--- config.mk ---
export PLATFORM = sky130hd
export DESIGN_NAME = rob_module
export DESIGN_NICKNAME = d
export VERILOG_FILES = /design/src/rtl/rob_module.sv
export SDC_FILE = /design/constraint.sdc
export NUM_CORES = 1
export LEC_CHECK = 0
export BUFFER_PORTS_ARGS = -buffer_cell sky130_fd_sc_hd__clkbuf_2
export CAP_MARGIN = 20
export CELL_PAD_IN_SITES_DETAIL_PLACEMENT = 0
export CELL_PAD_IN_SITES_GLOBAL_PLACEMENT = 1
export CORE_MARGIN = 8
export CORE_UTILIZATION = 45
export DETAILED_ROUTE_END_ITERATION = 10
export HOLD_SLACK_MARGIN = 0.12
export PLACE_DENSITY_LB_ADDON = 0.3
export SETUP_SLACK_MARGIN = 0.02
export SLEW_MARGIN = 30
export SYNTH_ARGS = -nofsm -noshare
export SYNTH_HDL_FRONTEND = slang
export SYNTH_SLANG_ARGS = --single-unit
--- constraint.sdc ---
create_clock -name in_clk -period 4.7 [get_ports in_clk]
set_input_delay 0.94 -clock in_clk [delete_from_list [all_inputs] [get_ports in_clk]]
set_output_delay 0.94 -clock in_clk [all_outputs]
set_load 0.1 [all_outputs]
--- src/rtl/rob_module.sv ---
// Reorder buffer: allocates entries in program order, resolves dispatched operands
// against completed entries, captures FU results and retires the oldest entry in order.

package rob_pkg;
    typedef logic [3:0] nzcv_t;
endpackage

module rob_module
    import rob_pkg::*;
#(
    parameter int ROB_IDX_SIZE = 4,
    parameter int ROB_DEPTH    = 2 ** ROB_IDX_SIZE,
    parameter int GPR_IDX_SIZE = 5,
    parameter int GPR_SIZE     = 32
) (
    input  logic                    in_clk,
    input  logic                    in_rst_n,
    input  logic                    in_rf_ready,
    input  logic [GPR_IDX_SIZE-1:0] in_rf_dst,
    input  logic                    in_rf_set_nzcv,
    input  logic                    in_rf_src1_valid,
    input  logic                    in_rf_src2_valid,
    input  logic                    in_rf_nzcv_valid,
    input  logic [GPR_SIZE-1:0]     in_rf_src1_value,
    input  logic [GPR_SIZE-1:0]     in_rf_src2_value,
    input  nzcv_t                   in_rf_nzcv,
    input  logic [ROB_IDX_SIZE-1:0] in_rf_src1_rob_index,
    input  logic [ROB_IDX_SIZE-1:0] in_rf_src2_rob_index,
    input  logic [ROB_IDX_SIZE-1:0] in_rf_nzcv_rob_index,
    input  logic                    in_fu_done,
    input  logic [ROB_IDX_SIZE-1:0] in_fu_rob_index,
    input  logic [GPR_SIZE-1:0]     in_fu_value,
    input  nzcv_t                   in_fu_nzcv,
    output logic                    out_rf_full,
    output logic                    out_rs_valid,
    output logic [ROB_IDX_SIZE-1:0] out_rs_rob_index,
    output logic                    out_rs_src1_valid,
    output logic                    out_rs_src2_valid,
    output logic                    out_rs_nzcv_valid,
    output logic [GPR_SIZE-1:0]     out_rs_src1_value,
    output logic [GPR_SIZE-1:0]     out_rs_src2_value,
    output nzcv_t                   out_rs_nzcv,
    output logic [ROB_IDX_SIZE-1:0] out_rs_src1_rob_index,
    output logic [ROB_IDX_SIZE-1:0] out_rs_src2_rob_index,
    output logic [ROB_IDX_SIZE-1:0] out_rs_nzcv_rob_index,
    output logic                    out_rf_should_commit,
    output logic [ROB_IDX_SIZE-1:0] out_rf_commit_rob_index,
    output logic [GPR_IDX_SIZE-1:0] out_rf_reg_index,
    output logic [GPR_SIZE-1:0]     out_rf_commit_value,
    output logic                    out_rf_set_nzcv,
    output nzcv_t                   out_rf_nzcv
);
    localparam logic [ROB_IDX_SIZE:0] DEPTH_C = (ROB_IDX_SIZE + 1)'(ROB_DEPTH);

    logic [ROB_DEPTH-1:0]    valid_q;
    logic [ROB_DEPTH-1:0]    done_q;
    logic [ROB_DEPTH-1:0]    set_nzcv_q;
    logic [GPR_IDX_SIZE-1:0] dst_q   [ROB_DEPTH];
    logic [GPR_SIZE-1:0]     value_q [ROB_DEPTH];
    nzcv_t                   nzcv_q  [ROB_DEPTH];
    logic [ROB_IDX_SIZE-1:0] head_q, tail_q;
    logic [ROB_IDX_SIZE:0]   count_q;

    logic            commit, alloc, wb;
    logic [GPR_SIZE:0] src1_res, src2_res;
    logic [4:0]      nzcv_res;

    // A retiring head frees its slot on the same edge, so a full buffer can still accept.
    assign commit      = valid_q[head_q] && done_q[head_q];
    assign out_rf_full = (count_q == DEPTH_C) && !commit;
    assign alloc       = in_rf_ready && !out_rf_full;
    assign wb          = in_fu_done && valid_q[in_fu_rob_index];

    function automatic logic [GPR_SIZE:0] resolve_gpr(
        input logic rf_valid, input logic [GPR_SIZE-1:0] rf_value,
        input logic stored_ok, input logic [GPR_SIZE-1:0] stored,
        input logic bypass_ok, input logic [GPR_SIZE-1:0] bypass);
        if (rf_valid)  return {1'b1, rf_value};
        if (stored_ok) return {1'b1, stored};
        if (bypass_ok) return {1'b1, bypass};
        return {1'b0, rf_value};
    endfunction

    function automatic logic [4:0] resolve_nzcv(
        input logic rf_valid, input nzcv_t rf_value,
        input logic stored_ok, input nzcv_t stored,
        input logic bypass_ok, input nzcv_t bypass);
        if (rf_valid)  return {1'b1, rf_value};
        if (stored_ok) return {1'b1, stored};
        if (bypass_ok) return {1'b1, bypass};
        return {1'b0, rf_value};
    endfunction

    assign src1_res = resolve_gpr(in_rf_src1_valid, in_rf_src1_value,
        valid_q[in_rf_src1_rob_index] && done_q[in_rf_src1_rob_index], value_q[in_rf_src1_rob_index],
        in_fu_done && (in_fu_rob_index == in_rf_src1_rob_index), in_fu_value);
    assign src2_res = resolve_gpr(in_rf_src2_valid, in_rf_src2_value,
        valid_q[in_rf_src2_rob_index] && done_q[in_rf_src2_rob_index], value_q[in_rf_src2_rob_index],
        in_fu_done && (in_fu_rob_index == in_rf_src2_rob_index), in_fu_value);
    assign nzcv_res = resolve_nzcv(in_rf_nzcv_valid, in_rf_nzcv,
        valid_q[in_rf_nzcv_rob_index] && done_q[in_rf_nzcv_rob_index], nzcv_q[in_rf_nzcv_rob_index],
        in_fu_done && (in_fu_rob_index == in_rf_nzcv_rob_index), in_fu_nzcv);

    always_ff @(posedge in_clk or negedge in_rst_n) begin
        if (!in_rst_n) begin
            valid_q                 <= '0;
            done_q                  <= '0;
            head_q                  <= '0;
            tail_q                  <= '0;
            count_q                 <= '0;
            out_rs_valid            <= 1'b0;
            out_rs_rob_index        <= '0;
            out_rs_src1_valid       <= 1'b0;
            out_rs_src2_valid       <= 1'b0;
            out_rs_nzcv_valid       <= 1'b0;
            out_rs_src1_value       <= '0;
            out_rs_src2_value       <= '0;
            out_rs_nzcv             <= '0;
            out_rs_src1_rob_index   <= '0;
            out_rs_src2_rob_index   <= '0;
            out_rs_nzcv_rob_index   <= '0;
            out_rf_should_commit    <= 1'b0;
            out_rf_commit_rob_index <= '0;
            out_rf_reg_index        <= '0;
            out_rf_commit_value     <= '0;
            out_rf_set_nzcv         <= 1'b0;
            out_rf_nzcv             <= '0;
        end else begin
            // Later assignments win: allocation into a slot freed this edge overrides the clear.
            if (commit) begin
                valid_q[head_q] <= 1'b0;
                head_q          <= head_q + 1'b1;
            end
            if (wb) done_q[in_fu_rob_index] <= 1'b1;
            if (alloc) begin
                valid_q[tail_q] <= 1'b1;
                done_q[tail_q]  <= 1'b0;
                tail_q          <= tail_q + 1'b1;
            end
            case ({alloc, commit})
                2'b10:   count_q <= count_q + 1'b1;
                2'b01:   count_q <= count_q - 1'b1;
                default: ;
            endcase

            out_rs_valid <= alloc;
            if (alloc) begin
                out_rs_rob_index      <= tail_q;
                out_rs_src1_valid     <= src1_res[GPR_SIZE];
                out_rs_src1_value     <= src1_res[GPR_SIZE-1:0];
                out_rs_src2_valid     <= src2_res[GPR_SIZE];
                out_rs_src2_value     <= src2_res[GPR_SIZE-1:0];
                out_rs_nzcv_valid     <= nzcv_res[4];
                out_rs_nzcv           <= nzcv_res[3:0];
                out_rs_src1_rob_index <= in_rf_src1_rob_index;
                out_rs_src2_rob_index <= in_rf_src2_rob_index;
                out_rs_nzcv_rob_index <= in_rf_nzcv_rob_index;
            end

            out_rf_should_commit <= commit;
            if (commit) begin
                out_rf_commit_rob_index <= head_q;
                out_rf_reg_index        <= dst_q[head_q];
                out_rf_commit_value     <= value_q[head_q];
                out_rf_set_nzcv         <= set_nzcv_q[head_q];
                out_rf_nzcv             <= nzcv_q[head_q];
            end
        end
    end

    // NOTE: payload storage has no reset; valid_q alone decides whether an entry means anything.
    always_ff @(posedge in_clk) begin
        if (wb) begin
            value_q[in_fu_rob_index] <= in_fu_value;
            nzcv_q[in_fu_rob_index]  <= in_fu_nzcv;
        end
        if (alloc) begin
            dst_q[tail_q]      <= in_rf_dst;
            set_nzcv_q[tail_q] <= in_rf_set_nzcv;
        end
    end

endmodule
-- Word level (Yosys, flattened, before mapping)
Memory sizes are Yosys's and may differ from the RTL's. A register that Yosys moved wholly into a read port is not among the register bits.
Cells that the tools add are included.
- flip-flop bits (word level): 155
- memory bits (writable): 656
- bits of input ports: 133
- output and inout port bits: 136
- logic and storage cells: 139
- memories: 3
- $add $sub $neg: 4
- $lt $le $gt $ge: 9
- equal/unequal tests: 6
- multiplexer cells: 72
- bitwise operators: 6
- reductions and logical operators: 19
- memory list (name ; depth ; width ; read ports ; clocked after memory_dff ; write ports ; line ; text):
    value_q ; 16 ; 32 ; 3 ; 1 ; 1 ; 59 ; logic [GPR_SIZE-1:0] value_q [ROB_DEPTH];
    dst_q ; 16 ; 5 ; 1 ; 1 ; 1 ; 58 ; logic [GPR_IDX_SIZE-1:0] dst_q [ROB_DEPTH];
    nzcv_q ; 16 ; 4 ; 2 ; 1 ; 1 ; 60 ; nzcv_t nzcv_q [ROB_DEPTH];
- operators by type and width (cell ; number):
    33-bit two-way mux ; 12
    16-bit two-way mux ; 4
    1-bit binary-select mux with 4-bit select ; 10
    1-bit two-way mux ; 35
    16-bit AND ; 2
    16-bit NOT ; 2
    16-bit OR ; 2
    4-bit by 5-bit less-than comparator with 1-bit output, second input constant ; 6
    5-bit two-way mux ; 6
    16-bit bitwise mux ; 1
    1-bit logical AND ; 13
    1-bit demux with 4-bit select ; 3
    4-bit == test ; 3
    4-bit by 1-bit greater-or-equal comparator with 1-bit output, second input constant ; 3
    5-bit case mux with 2 select lines ; 1
    4-bit by 1-bit adder with 4-bit output, second input constant ; 2
    5-bit by 1-bit adder with 5-bit output, second input constant ; 1
    5-bit == test, second input constant ; 1
    1-bit zero test ; 5
    5-bit by 1-bit subtractor with 5-bit output, second input constant ; 1
    2-bit by 1-bit == test with 1-bit output, second input constant ; 1
    2-bit == test, second input constant ; 1
    2-bit nonzero test ; 1

-- Longest topological paths before layout
Gate-level depths: netlist (run 1).
- depth in word-level cells: 10
- depth in mapped cells: 12
- gate-level depth less buffers: 11

-- Worst setup path after synthesis (run 1)
OpenSTA, ideal clock, no wires.
- path kind: input -> register
- from: in in_fu_rob_index[0]
- to: mem nzcv_q[12][0] in the netlist's numbering (enable)
- setup time: 0.476 ns
- arrival time: 4.530 ns
- data required time: 4.224 ns
- path slack: -0.306 ns
- cell stages on the path: 5
- path buffers: 2
- cells stage by stage: clkbuf_1 buf_1 mux4_2 nand4_1 nor3_1
- word-level cells in the longest chain between the ends: 5
- ends and longest elaborated chain (element ; line ; text):
    start: declaration ; 31 ; input logic [ROB_IDX_SIZE-1:0] in_fu_rob_index,
    1-bit binary-select mux with 4-bit select ; 72 ; assign wb = in_fu_done && valid_q[in_fu_rob_index];
    1-bit two-way mux (not written as such) ; 72 ;
    1-bit logical AND ; 72 ;
    1-bit two-way mux ; 173 ; if (wb) begin
    1-bit two-way mux (not written as such) ; 175 ; nzcv_q[in_fu_rob_index] <= in_fu_nzcv;
    end: declaration ; 60 ;
Several ways; a longest one is shown, not always the timed one. The select of a mux whose other input is x is not followed.

-- Final worst setup path (run 1)
- from: reg head_q[3]
- to: out out_rf_full
- word-level cells in the longest chain between the ends: 5
- elaborated cells between the ends (all ways): 7
- classes of those cells: mux (4); reduce/logical (3)
- ends and longest elaborated chain (element ; line ; text):
    start: declaration ; 61 ; logic [ROB_IDX_SIZE-1:0] head_q, tail_q;
    start signal: assignment ; 132 ; head_q <= head_q + 1'b1;
    1-bit binary-select mux with 4-bit select ; 69 ; assign commit = valid_q[head_q] && done_q[head_q];
    1-bit two-way mux (not written as such) ; 69 ;
    1-bit logical AND * ; 69 ;
    1-bit zero test * ; 70 ; assign out_rf_full = (count_q == DEPTH_C) && !commit;
    1-bit logical AND * ; 70 ;
    end: declaration ; 34 ; output logic out_rf_full,
Mark *: on every way between the ends. The rest lies on a longest branch, timed or not. The select of a mux whose other input is x is not followed.

==> metrics.cfg, run 1 <==
[cells_and_area]
drive_gt1_share_pct = 40.2
final_common_cell = edfxtp_1
n_fill_cell = 7498
utilization_pct = 52.0
layout_common_cells = 672 x edfxtp_1, 492 x mux4_2, 263 x clkbuf_2
final_nets = 2782
final_area_um2 = 48500
synthToLayoutAreaGrowth_pct = 14.5

[routing]
ant_nets = 0
dr_total_vias = 25900
firstDrtPassIters = 5
via_per_inst = 6.53
drcViolationCount = 0
routed_wl_mm = 129
wl_per_cell_um = 32.4
drt_iter0_markers = 2997

[yosys]
synthTopCellsByArea = edfxtp_1 48%, mux4_2 26%, dfrtp_1 11%
yosysTopAreaCellShare_pct = 47.6
synth.net_count = 2564
postSynthCellCount = 2419
netlist_area_um2 = 42400
synth.yosys.seq_area_share_pct = 58.2
ys.flop_type = edfxtp_1
synth.largest_area_cell = edfxtp_1
syn_avg_cell_area_um2 = 17.5
yosysWarnings = 0
synthArstFlopShare_pct = 21.1
synth_edf_count = 672
ys_ff_latch = 852
synth_cell_type_count = 56

[clock_network]
numClockSinks = 852
cts_buffers = 92
clockBufferDepth = 3
holdBufCountCts = 0
cts_setup_buffers = 0
path_clk_slew_ps = 60
clk_latency_ps = 650
cts_root_buf = clkbuf_16
cts-resized-gates = 0
htreeDepth = 3
cts_tree = done

[floorplanning]
coreArea_um2 = 93300
ios = 269
initial_utilization_pct = 45.4
dieArea_um2 = 104000
rows = 112
die_h_um = 323
die_w_um = 323

[critical_path]
critical_path_class = reg -> out
critPathMaxFanout = 22
critPathLaunchType = register
r2r_start = head_q[3]$_DFFE_PN0N_
r2r_cells = 7
crit_start = head_q[3]$_DFFE_PN0N_
required_ps = 3760
cp-end-kind = primary output
cp.arrival_ps = 3220

[grt]
grt_usage_pct = 24.4
grt_pass1_wl_mm = 186
grt_max_degree = 129
grt_pass1_vias = 26700
antenna_found_initial = 4
grt_overflow = 0

[sta]
fin_worst_skew_ps = 17.6
final-hold-violation-count = 0
rsz0062_at_grt = false
setup_viol = 0
layout_min_cycle_time_ps = 4160
whs_ps = 316
slew_viol_final = 0
relSlewSlack_pct = 30.8
fmax_ghz = 0.240
worstMarginPinSlew_ps = 1040
finalCritPeriodShare_pct = 88.5

[pwr]
p_leak_nw = 16.9
peakVddDrop_uv = 684
p_per_area_nw_per_um2 = 560
power_w = 0.0272

[place]
port_buffers = 268
gp_congestion = 0.898
dp.final_hpwl_mm = 73.4
placed_area_um2 = 45400

[run]
max_cap_violations = 0

[worst_hold_path]
worstHoldPathType = in -> async

[status]
status = finished, final reports clean

-- state kept, by name, summed over array words and instances, names as in the netlist, 5 cells and up --
| signal | count |
|---|---|
| value_q | 512 |
| out_rf_commit_value | 32 |
| dst_q | 80 |
| out_rs_src1_value | 32 |
| set_nzcv_q | 16 |
| nzcv_q | 64 |
| out_rf_reg_index | 5 |
| valid_q | 16 |
| count_q | 5 |
| done_q | 16 |
| out_rs_src2_value | 32 |
-- path summary, 6_finish.rpt --
path	endpoint	slack (ps)
max	out_rf_full	540
min	out_rf_reg_index[0]$_DFFE_PN0N_	320
max reg2reg	set_nzcv_q[5]$_DFFE_PP_	1140
min reg2reg	count_q[4]$_DFFE_PN0P_	470
max in group asynchronous	out_rs_src2_value[0]$_DFFE_PN0P_	3290
min in group in_clk	count_q[4]$_DFFE_PN0P_	470
-- cell type report --
cell class / count / area [um^2] / area share [%]
sequential: 852 / 24700 / 50.9
multi-input combinational: 1352 / 17000 / 35.0
antenna: 2 / 5.00 / 0.0103
timing repair buffer: 324 / 2100 / 4.33
inverter: 15 / 61.3 / 0.126
tap: 1254 / 1570 / 3.23
clock inverter: 39 / 439 / 0.905
clock buffer: 135 / 2700 / 5.57
-- Yosys cell counts, drive strengths merged (2+ instances only) --
| cell type | number |
|---|---|
| edfxtp | 672 |
| mux4 | 492 |
| nand2 | 188 |
| dfrtp | 180 |
| a22oi | 129 |
| buf | 116 |
| nor2 | 109 |
| mux2 | 93 |
| clkbuf | 84 |
| mux2i | 53 |
| o21ai | 47 |
| a21oi | 33 |
| a21o | 19 |
| a31oi | 18 |
| a311o | 17 |
| and3 | 16 |
| inv | 15 |
| nand3 | 13 |
| nor2b | 13 |
| and2 | 11 |
| ha | 11 |
| xnor2 | 11 |
| xor2 | 11 |
| nor3 | 9 |
| o221ai | 7 |
| nand3b | 6 |
| nand2b | 5 |
| nor4 | 5 |
| nand4 | 4 |
| o311ai | 4 |
| a22o | 3 |
| o211ai | 3 |
| o21a | 3 |
| o22ai | 3 |
| or2 | 3 |
| a211oi | 2 |
| o21bai | 2 |
-- logic make-up (layout without fill, tap and decap cells) --
family / Yosys count / after routing / synth area share, %
simple gates: 384 / 384 / 3.95
compound gates: 296 / 296 / 4.90
fa+ha+maj: 12 / 12 / 0.372
mux: 638 / 638 / 29.9
xor+xnor: 22 / 22 / 0.454
buf+inv: 215 / 513 / 2.25
flops: 852 / 852 / 58.2
other cells: 0 / 2 / 0
-- report_power, final --
| group | switching [W] | internal (W) | total, W |
|---|---|---|---|
| Sequential | 0.000570 | 0.00894 | 0.00951 |
| Clock | 0.00303 | 0.00443 | 0.00746 |
| Combinational | 0.00666 | 0.00354 | 0.0102 |
| Total | 0.0103 | 0.0169 | 0.0272 |
-- metrics by stage --
stage	TNS [ps]	setup WS, ps	cells
final	0	539	3973
after global routing	0	379	3971
after CTS	0	482	3971
after detailed placement	0	896	3797
after global placement	0	736	3797
after floorplan	-20760	-288	2419
-- critical path, stage by stage (launching register included) --
cell      delay [ps]
dfrtp_1          420
inv_4            430
mux4_2           640
a2bb2o_4         270
nor2b_4          180
and2_1           170
clkbuf_2         460
-- per-layer routing --
layer	track usage, %	vias to the layer above	part of all wire [%]	routed length, um
li1	-	10500	-	-
met1	33.3	13800	40	51300
met2	39.3	1410	48	61600
met3	5.49	240	9.1	11700
met4	7.33	2	3.1	3930
met5	0	-	0.010	13
Note: power is estimated with default switching activity, not from simulation.
==> run 2: changes to the inputs <==
Settings changed: PLACE_DENSITY set to 0.68, PLACE_DENSITY_LB_ADDON 0.3 to unset.
==> metrics.cfg, run 2 (synthesis gave the netlist of run 1 again) <==
[routing]
via_per_inst = 6.52
ant_nets = 0
routed_wl_mm = 131
wl_per_cell_um = 32.8
firstDrtPassIters = 5
dr_total_vias = 26000
drt_iter0_markers = 3211
drcViolationCount = 0

[cells_and_area]
final_nets = 2803
regMostFlops = value_q
layout_common_cells = 672 x edfxtp_1, 492 x mux4_2, 263 x clkbuf_2
final_common_cell = edfxtp_1
drive_gt1_share_pct = 40.3
final_cell_count_no_fill = 3990
synthToLayoutAreaGrowth_pct = 14.3
reg_top3 = value_q (512), dst_q (80), nzcv_q (64)
utilization_pct = 51.9
largest_reg_flops = 512
n_fill_cell = 7603

[grt]
grt_util_met2_pct = 40.1
met1_usage_pct = 33.9
antenna_found_initial = 2
grt_overflow = 0
met3_usage_pct = 5.56
grt_usage_pct = 24.9
grt_pass1_wl_mm = 190
grt_pass1_vias = 27200
grt_max_degree = 101
gr-max-usage-layer = met2

[critical_path]
cpMaxStageDelayCell = dfrtp_4
timing.rr.end = count_q[4]$_DFFE_PN0P_
critical_path_class = reg -> out
path_delay_family = flip-flops
cpPeakStageDelay_ps = 960
crit_start = head_q[1]$_DFFE_PN0N_
required_ps = 3760
critPathLaunchType = register
critPathMaxFanout = 48
path_cells = mux4_2 > a2bb2o_4 > nor2b_4 > and2_1 > clkbuf_2
worst-r2r-setup-slack_ps = 1170
cp-end-kind = primary output
r2r_cells = 12
path_buf_inv = 1
r2r_start = head_q[3]$_DFFE_PN0N_
cp.arrival_ps = 3220

[clock_network]
path_clk_slew_ps = 60
cts_setup_buffers = 0
htreeDepth = 3
clockBufferDepth = 3
cts_root_buf = clkbuf_16
cts-resized-gates = 0
holdBufCountCts = 0
clk_latency_ps = 660
numClockSinks = 852
cts_buffers = 92
cts_tree = done

[pwr]
comb_power_share_pct = 37.5
p_per_area_nw_per_um2 = 556
p_int_w = 0.0167
power_frac_seq_pct = 35.8
netSwitchingPower_w = 0.0103
clkPwrFrac_pct = 26.8
sw_frac_of_total_pct = 38.1
p_leak_nw = 17.0
peakVddDrop_uv = 452

[status]
status = finished, final reports clean

[sta]
worstMarginPinSlew_ps = 961
fmax_ghz = 0.240
slew_viol_final = 0
final-hold-violation-count = 0
setup_viol = 0
whs_ps = 240
worst_slack_ps = 542
finalCritPeriodShare_pct = 88.5
relSlewSlack_pct = 35.9
fin_worst_skew_ps = 26.1
rsz0062_at_grt = false
layout_min_cycle_time_ps = 4160

[floorplanning]
coreArea_um2 = 93300
die_h_um = 323
rows = 112
die_w_um = 323
initial_utilization_pct = 45.4
ios = 269
dieArea_um2 = 104000

[run]
max_cap_violations = 0

[worst_hold_path]
worstHoldPathType = in -> async

[place]
dp_slack_ps = 901
port_buffers = 268
dp.cells = 3816
dp.final_hpwl_mm = 78.0
gp_congestion = 0.895

==> run 2: power by group through the flow <==
| stage | sequential (W) | combinational [W] | clock, W |
|---|---|---|---|
| after floorplan | 0.0123 | 0.00499 | 0 |
| after global placement | 0.00976 | 0.0101 | 0 |
| after detailed placement | 0.00979 | 0.0101 | 0 |
| after CTS | 0.00964 | 0.0102 | 0.00734 |
| after global routing | 0.00974 | 0.0106 | 0.00762 |
| final | 0.00965 | 0.0101 | 0.00722 |
==> run 2: layer usage <==
| layer | part of all wire (%) | vias to the layer above |
|---|---|---|
| met5 | 0 | - |
| met4 | 3.2 | 0 |
| met3 | 9.4 | 251 |
| met2 | 48 | 1426 |
| met1 | 39 | 13800 |
| li1 | - | 10600 |
==> run 2: per-stage QoR <==
stage	total power (W)	TNS (ps)	cell area [um^2]
global placement	0.0198	0	45400
floorplan	0.0173	-20760	42400
finish	0.0270	0	48500
global route	0.0280	0	48500
detailed placement	0.0199	0	45400
CTS	0.0271	0	48400
==> run 2: worst max-delay path by stage <==
stage | end | slack (ps) | cells past startpoint
after floorplan | nzcv_q[4][0]$_DFFE_PP_ | -290 | 5
after global placement | out_rs_src1_value[9]$_DFFE_PN0P_ | 950 | 9
after detailed placement | out_rs_src1_value[9]$_DFFE_PN0P_ | 900 | 9
after CTS | out_rf_full | 480 | 5
after global routing | out_rf_full | 420 | 5
final | out_rf_full | 540 | 5
==> run 2: area by class of cell <==
type / count / area [um^2] / share of cell area [%]
diodes: 1 / 2.50 / 0.00516
clock buffers: 138 / 2650 / 5.47
clock inverters: 33 / 328 / 0.676
inverters: 15 / 60.1 / 0.124
multi-input cells: 1352 / 17000 / 35.0
flip-flops and latches: 852 / 24700 / 50.9
well taps: 1254 / 1570 / 3.24
repair buffers: 345 / 2220 / 4.57
==> run 2: worst reg2reg max path, cell delays in order (launching register included) <==
cell	delay [ps]
dfrtp_1	410
clkinv_2	120
buf_4	420
mux4_2	640
a2bb2o_4	290
nor2b_4	70
or2_2	330
inv_1	130
ha_1	280
a21o_1	170
a21oi_1	200
mux2i_1	240
xor2_1	160
==> run 3: changes to the inputs <==
Settings changed: CTS_CLUSTER_SIZE set to 12, RECOVER_POWER set to 50.
==> metrics.cfg, run 3 (synthesis gave the netlist of run 1 again) <==
[sta]
fin_worst_skew_ps = 25.1
relSlewSlack_pct = -141
slew_viol_final = 120
setup_viol = 0
worst_slack_ps = 525
worstMarginPinSlew_ps = 3610
fmax_ghz = 0.240
final-hold-violation-count = 0
layout_min_cycle_time_ps = 4180
finalCritPeriodShare_pct = 88.8
rsz0062_at_grt = false

[critical_path]
cp.arrival_ps = 3240
critical_path_class = reg -> out
path_buf_inv = 3
path_delay_family = buffers and inverters
critPathLaunchType = register
path_cells = clkinvlp_2 > buf_4 > mux4_2 > a2bb2o_4 > nor2b_4 > and2_1 > clkbuf_2
required_ps = 3760
cpPeakStageDelay_ps = 470
critPathMaxFanout = 15
cp-end-kind = primary output
cpMaxStageDelayCell = mux4_2

[cells_and_area]
drive_gt1_share_pct = 38.1
largest_reg_flops = 512
synthToLayoutAreaGrowth_pct = 13.9
multi_input_area_um2 = 16900
final_nets = 2804
layout_common_cells = 672 x edfxtp_1, 492 x mux4_2, 219 x clkbuf_2
final_common_cell = edfxtp_1
utilization_pct = 51.7
regMostFlops = value_q
regArea_um2 = 24700
n_fill_cell = 7627
final_cell_count_no_fill = 3988
reg_top3 = value_q (512), dst_q (80), nzcv_q (64)

[worst_hold_path]
worstHoldPathType = reg -> reg

[clock_network]
cts_setup_buffers = 0
cts_buffers = 93
clk_latency_ps = 660
htreeDepth = 3
cts-resized-gates = 0
cts_tree = done
cts_root_buf = clkbuf_16
holdBufCountCts = 0
path_clk_slew_ps = 60
clockBufferDepth = 3
numClockSinks = 852

[floorplanning]
rows = 112
coreArea_um2 = 93300
die_w_um = 323
ios = 269
die_h_um = 323
initial_utilization_pct = 45.4
dieArea_um2 = 104000

[routing]
wl_met2_mm = 63.7
m1WireLength_mm = 51.3
routed_wl_mm = 131
drcViolationCount = 0
drt_iter0_markers = 3043
dr_total_vias = 26000
wl_per_cell_um = 32.8
via_per_inst = 6.53
ant_nets = 0
top_layer_used = met4
met3_wirelength_mm = 11.9
firstDrtPassIters = 7

[place]
dp.final_hpwl_mm = 78.0
dp.cells = 3816
gp_congestion = 0.895
dp_slack_ps = 901
port_buffers = 268

[pwr]
p_leak_nw = 16.8
peakVddDrop_uv = 445
p_per_area_nw_per_um2 = 556

[status]
status = complete, but fails checks
violations = capacitance limit, slew limit

[grt]
grt_overflow = 0
grt_pass1_wl_mm = 190
grt_pass1_vias = 27200
antenna_found_initial = 2
grt_usage_pct = 24.9
grt_max_degree = 101

[run]
max_cap_violations = 4

## run 3: cell types whose count changed in the layout (fill, tap and decap cells not counted), sizes merged
cell / before / now
buf: 80 / 73
clkbuf: 403 / 406
clkinv: 22 / 25
bufinv: 5 / 4
## run 3: worst register-to-register path, delay by kind of cell (launching register included)
kind                   cells  cell delay, ps
buffers and inverters      1            2090
flip-flops                 1             960
multiplexers               2             850
## run 3: path summary, 6_finish.rpt
check                                                      end  cells past startpoint  slack (ps)                   start
setup reg to reg                    out_rf_nzcv[2]$_DFFE_PN0N_                      3         680   head_q[2]$_DFFE_PN0N_
hold reg to reg                         count_q[4]$_DFFE_PN0P_                      1         470  count_q[4]$_DFFE_PN0P_
setup / recovery                                   out_rf_full                      7         520   head_q[3]$_DFFE_PN0N_
hold / removal                          count_q[4]$_DFFE_PN0P_                      1         470  count_q[4]$_DFFE_PN0P_
min in group asynchronous      out_rf_reg_index[1]$_DFFE_PN0N_                      1        1530                in_rst_n
max in group asynchronous  out_rf_commit_value[23]$_DFFE_PN0N_                      1        1140                in_rst_n
## run 3: where the power goes
part           total [W]  switching [W]  internal (W)
Sequential       0.00966       0.000715       0.00894
Combinational     0.0101        0.00652       0.00358
Clock            0.00711        0.00302       0.00409
Total             0.0269         0.0103        0.0166
## run 3: cell type report
cell class / instances / share of cell area [%]
repair buffers: 345 / 4.40
multi-input cells: 1352 / 35.0
clock buffers: 134 / 5.43
clock inverters: 35 / 0.622
well taps: 1254 / 3.25
inverters: 15 / 0.124
flip-flops and latches: 852 / 51.1
diodes: 1 / 0.00518
## run 3: routing by layer
layer / track usage [%] / vias to the layer above
met1: 33.9 / 13900
met2: 40.3 / 1392
met5: 0 / -
met4: 8.04 / 0
met3: 5.32 / 216
li1: - / 10600
## run 3: through the flow
step	area, um^2	hold WS, ps	TNS (ps)	power [W]
final	48300	473	0	0.0269
after global routing	48300	470	0	0.0279
after CTS	48400	226	0	0.0270
after detailed placement	45400	454	0	0.0199
after global placement	45400	455	0	0.0198
after floorplan	42400	434	-20760	0.0173
